==> src/rtl/traveler_cmd_encoder.sv <==
// Button front end: synchronise, debounce and encode single-button presses into a show-ahead command FIFO.
// Optional feature macro: AUTO_REPEAT_EN (re-enqueue a held button every REPEAT_CNT cycles).
module traveler_cmd_encoder #(
    parameter int NUM_BTN      = 5,
    parameter int DEBOUNCE_CNT = 15000,
    parameter int CNT_W        = 21,
    parameter int FIFO_DEPTH   = 4,
    parameter int REPEAT_CNT   = 150000
) (
    input  logic               uart_clk,
    input  logic               rst,
    input  logic [NUM_BTN-1:0] btn,
    input  logic               tx_ready,
    output logic               tx_valid,
    output logic [7:0]         tx_data,
    output logic [NUM_BTN-1:0] stable_btn,
    output logic               dropped
);

    localparam int         AW          = $clog2(FIFO_DEPTH);
    localparam logic [7:0] IGNORE_BYTE = 8'h02;

    function automatic logic is_onehot(input logic [NUM_BTN-1:0] v);
        return (v != '0) && ((v & (v - NUM_BTN'(1))) == '0);
    endfunction

    function automatic logic [7:0] encode(input logic [NUM_BTN-1:0] v);
        logic [5:0] field;
        field = '0;
        field[NUM_BTN-1:0] = v;
        return {field, 2'b10};
    endfunction

    logic [NUM_BTN-1:0] sync_p0, sync_p1;
    logic [NUM_BTN-1:0] cand;
    logic [CNT_W-1:0]   cnt;
    logic               upd;
    logic               press_push;
    logic               push;
    logic [7:0]         push_byte;

    // Stage p0/p1: two-flop synchroniser
    always_ff @(posedge uart_clk) begin
        if (rst) begin
            sync_p0 <= '0;
            sync_p1 <= '0;
        end else begin
            sync_p0 <= btn;
            sync_p1 <= sync_p0;
        end
    end

    // Debounce: any change of the sampled vector restarts the count
    assign upd = (sync_p1 == cand) && (cnt == CNT_W'(DEBOUNCE_CNT - 1));

    always_ff @(posedge uart_clk) begin
        if (rst) begin
            cand       <= '0;
            cnt        <= '0;
            stable_btn <= '0;
        end else if (sync_p1 != cand) begin
            cand <= sync_p1;
            cnt  <= '0;
        end else if (upd) begin
            cnt        <= CNT_W'(DEBOUNCE_CNT);
            stable_btn <= cand;
        end else if (cnt < CNT_W'(DEBOUNCE_CNT)) begin
            cnt <= cnt + CNT_W'(1);
        end
    end

    assign press_push = upd && is_onehot(cand) && (cand != stable_btn);

`ifdef AUTO_REPEAT_EN
    localparam int RPT_W = $clog2(REPEAT_CNT + 1);

    logic [RPT_W-1:0] rpt_cnt;
    logic             rpt_push;

    assign rpt_push = !upd && is_onehot(stable_btn) && (rpt_cnt == RPT_W'(REPEAT_CNT - 1));

    always_ff @(posedge uart_clk) begin
        if (rst || upd) begin
            rpt_cnt <= '0;
        end else if (is_onehot(stable_btn)) begin
            rpt_cnt <= rpt_push ? '0 : rpt_cnt + RPT_W'(1);
        end else begin
            rpt_cnt <= '0;
        end
    end

    assign push      = press_push | rpt_push;
    assign push_byte = press_push ? encode(cand) : encode(stable_btn);
`else
    logic unused_repeat_cfg;
    assign unused_repeat_cfg = (REPEAT_CNT != 0);
    assign push      = press_push;
    assign push_byte = encode(cand);
`endif

    logic [7:0]    mem [FIFO_DEPTH];
    logic [AW-1:0] wr_ptr, rd_ptr;
    logic [AW:0]   count;
    logic          full, pop, push_ok;

    assign full     = (count == (AW + 1)'(FIFO_DEPTH));
    assign pop      = tx_valid && tx_ready;
    assign push_ok  = push && (!full || pop);
    assign tx_valid = (count != '0);
    assign tx_data  = tx_valid ? mem[rd_ptr] : IGNORE_BYTE;

    // Command FIFO: a full push only survives if the head leaves in the same cycle
    always_ff @(posedge uart_clk) begin
        if (rst) begin
            wr_ptr  <= '0;
            rd_ptr  <= '0;
            count   <= '0;
            dropped <= 1'b0;
        end else begin
            if (push_ok) wr_ptr <= wr_ptr + AW'(1);
            if (pop)     rd_ptr <= rd_ptr + AW'(1);
            unique case ({push_ok, pop})
                2'b10:   count <= count + (AW + 1)'(1);
                2'b01:   count <= count - (AW + 1)'(1);
                default: count <= count;
            endcase
            dropped <= push && full && !pop;
        end
    end

    always_ff @(posedge uart_clk) begin
        if (push_ok && !rst) mem[wr_ptr] <= push_byte;
    end

endmodule
==> config.mk <==
export PLATFORM = sky130hd
export DESIGN_NAME = traveler_cmd_encoder
export DESIGN_NICKNAME = d
export VERILOG_FILES = /design/src/rtl/traveler_cmd_encoder.sv
export SDC_FILE = /design/constraint.sdc
export NUM_CORES = 1
export LEC_CHECK = 0
export CAP_MARGIN = 20
export CORE_ASPECT_RATIO = 0.9
export CORE_MARGIN = 2
export CORE_UTILIZATION = 50
export DETAILED_ROUTE_END_ITERATION = 6
export GPL_TIMING_DRIVEN = 0
export PLACE_DENSITY = 0.82
export SYNTH_ARGS = -nofsm -noshare
export SYNTH_HDL_FRONTEND = slang
export SYNTH_SLANG_ARGS = --single-unit
==> constraint.sdc <==
create_clock -name uart_clk -period 5.2 [get_ports uart_clk]
set_input_delay 1.04 -clock uart_clk [delete_from_list [all_inputs] [get_ports uart_clk]]
set_output_delay 1.04 -clock uart_clk [all_outputs]
set_load 0.005 [all_outputs]
==> run metrics <==
TritonCTS Buffers 9; sequential-to-total area share from yosys stat 53.7%; Routed WL 4890 µm; final setup fails 0; Worst Setup End Kind output port; antenna-violating nets left 0; Fmax 313 MHz; Cell variety after synth 46; Slew HR 58.1%; initial core utilization 52.4%; Die Y 77.7 µm; Via-to-Cell Ratio 5.02; Area growth syn-to-layout 15.8%; largest net degree at the start of global routing 14; Max Transition Viols Final 0; postcts setup bufs 0; Leakage 0.00127 µW; clock root buffer clkbuf_8; I/O Pins 23; wire per inst 13.2 µm; Primary FF master, synth dfxtp_1; PD cells 370 nW/µm²; Worst R2R End count[2]; die area 6670 µm²; # hold bufs at CTS 0; CTS sink cnt 71; worst IR drop on VDD 0.220 mV; global-route wire length before repair 8340 µm; hold path depth 2; Critical Path RT 4.16 ns; Total GRT Usage 16.3%; mapped cell area 3020 µm²; RSZ-0062 raised after global routing false; Worst-Margin Slew 0.624 ns; Hold Vio Cnt, Final 0; Horiz. Die Dim 85.9 µm; Vias 1859; global route overflow 0; DRT iter0 DRCs 73; number of core rows 26; clock skew 0.0101 ns; critical path class reg -> out; Placer Congestion 0.787; WP data arrival 2.16 ns; TritonRoute pass-1 iters 7; initial antenna violation count 0; reg-to-reg slack, setup 2.29 ns; vias in the first global route 1813; Register-to-Register Path Depth 8; Mapped Avg Cell Area 11.4 µm²; Port Buffers 19; final net count 309; asr flop ratio synth 0%; #FFs+latches synth 71; crit share post-route 61.5%; clock-pin transition on the worst setup and hold timing paths 0.07 ns; cell count after synthesis 264; Hold EP cnt[15]; Final HPWL DP 3500 µm; number of synthesized flops with an enable pin 20; worst hold path class reg -> reg; CTS resizes 0; H-Tree Depth 3; Fill cells 457; Tmin final 3.20 ns; Setup TNS 0 ns; yosys warns 0; Ant. Diodes 0; share of cells above drive strength 1 14.0%; worst hold path startpoint cnt[15]; CTS tree done; crit path launch type register; final hold slack 0.427 ns; Core Util, Final 60.7%; worst-skew pair later-pin latency 0.34 ns; Worst Path Max Fanout 5; Longest Clk Path Bufs 2; # DRC 4; core region area 5760 µm²; max_cap viols 0; outcome complete, but fails checks; worst reg2reg startpoint cand[4]; failing checks design-rule violations
[registers in the layout, summed over array words and instances, names as in the netlist, 2 cells and up, named ones only]
signal / cells
stable_btn: 5
wr_ptr: 2
sync_p1: 5
cnt: 21
count: 3
sync_p0: 5
cand: 5
mem: 20
rd_ptr: 2
[synth_stat cells (all sizes together) (2+ instances only)]
cell type  instances  area (µm²)
nand3b             2        15.0
a21o               2        15.0
clkbuf             6        22.5
xor2              16         140
buf                9        63.8
dfxtp             51        1020
mux2i             10         104
nor2b             17         106
nor3               4        20.0
mux4               5         113
ha                 5        62.6
nand2             10        40.0
and3               4        25.0
and4bb             2        25.0
and2              14        87.6
a21oi              3        18.8
xnor2             11         111
nand3             10        60.1
nand4              4        25.0
edfxtp            20         601
nor2              33         124
conb               2        7.51
or3                2        12.5
inv                7        26.3
nor4               3        48.8
[worst max path at each step]
stage / endpoint / slack (ns)
2_1_floorplan: count[2] / 2.72
3_3_place_gp: count[2] / 2.18
3_5_place_dp: count[2] / 2.15
4_1_cts: tx_data[3] / 1.96
5_1_grt: tx_data[3] / 1.91
6_report: tx_data[3] / 2.00
[critical path: stages (launching register included)]
cell and delay, ns:
dfxtp_1 0.31, clkbuf_1 0.34, mux4_2 0.56, and2_1 0.17
clkdlybuf4s50_1 0.44
[power breakdown]
group | internal [µW] | total (µW) | switching [µW] | leakage, µW
Clock | 225 | 433 | 208 | 0.0000973
Combinational | 146 | 252 | 106 | 0.000618
Sequential | 589 | 608 | 18.6 | 0.000558
Total | 960 | 1290 | 333 | 0.00127
[logic make-up after synthesis]
logic type,after synthesis,share of synthesized area [%]
flops,71,53.7
fa+ha+maj,6,2.74
other cells,2,0.249
xor+xnor,27,8.33
compound gates,10,2.61
mux,16,7.55
buf+inv,22,3.73
simple gates,110,21.1
[cells in the final DEF, fill, tap and decap left out, types with 9 or more instances in the layout]
| master | instances |
|---|---|
| mux2i_1 | 9 |
| and2_1 | 14 |
| nor2b_1 | 17 |
| nor2_1 | 33 |
| edfxtp_1 | 20 |
| nand2_1 | 9 |
| clkbuf_8 | 9 |
| clkdlybuf4s50_1 | 19 |
| xor2_1 | 16 |
| dfxtp_1 | 51 |
| xnor2_1 | 9 |
[through the flow]
stage / cells / worst slack [ns] / total power, µW / area [µm²]
after global routing: 370 / 1.91 / 1350 / 3500
after detailed placement: 354 / 2.15 / 875 / 3300
after global placement: 354 / 2.18 / 869 / 3300
after CTS: 370 / 1.96 / 1300 / 3500
after floorplan: 265 / 2.72 / 763 / 3020
final: 370 / 2.00 / 1290 / 3500
[layer usage]
| metal | track usage [%] | routed length [µm] |
|---|---|---|
| met1 | 22.6 | 2460 |
| met2 | 23.7 | 2120 |
| met4 | 9.05 | 138 |
| met3 | 3.51 | 167 |
| met5 | 0 | 0 |
[layout make-up]
type                    instances  area (µm²)  area share (%)
inverters                       7        26.3           0.752
well taps                      70        87.6            2.51
plain buffers                  15        86.3            2.47
multi-input cells             172        1290            36.8
clock buffers                  10         128            3.65
repair buffers                 19         190            5.44
flip-flops and latches         71        1620            46.4
clock inverters                 6        68.8            1.97
No activity file was read; power rests on OpenSTA's default activity.
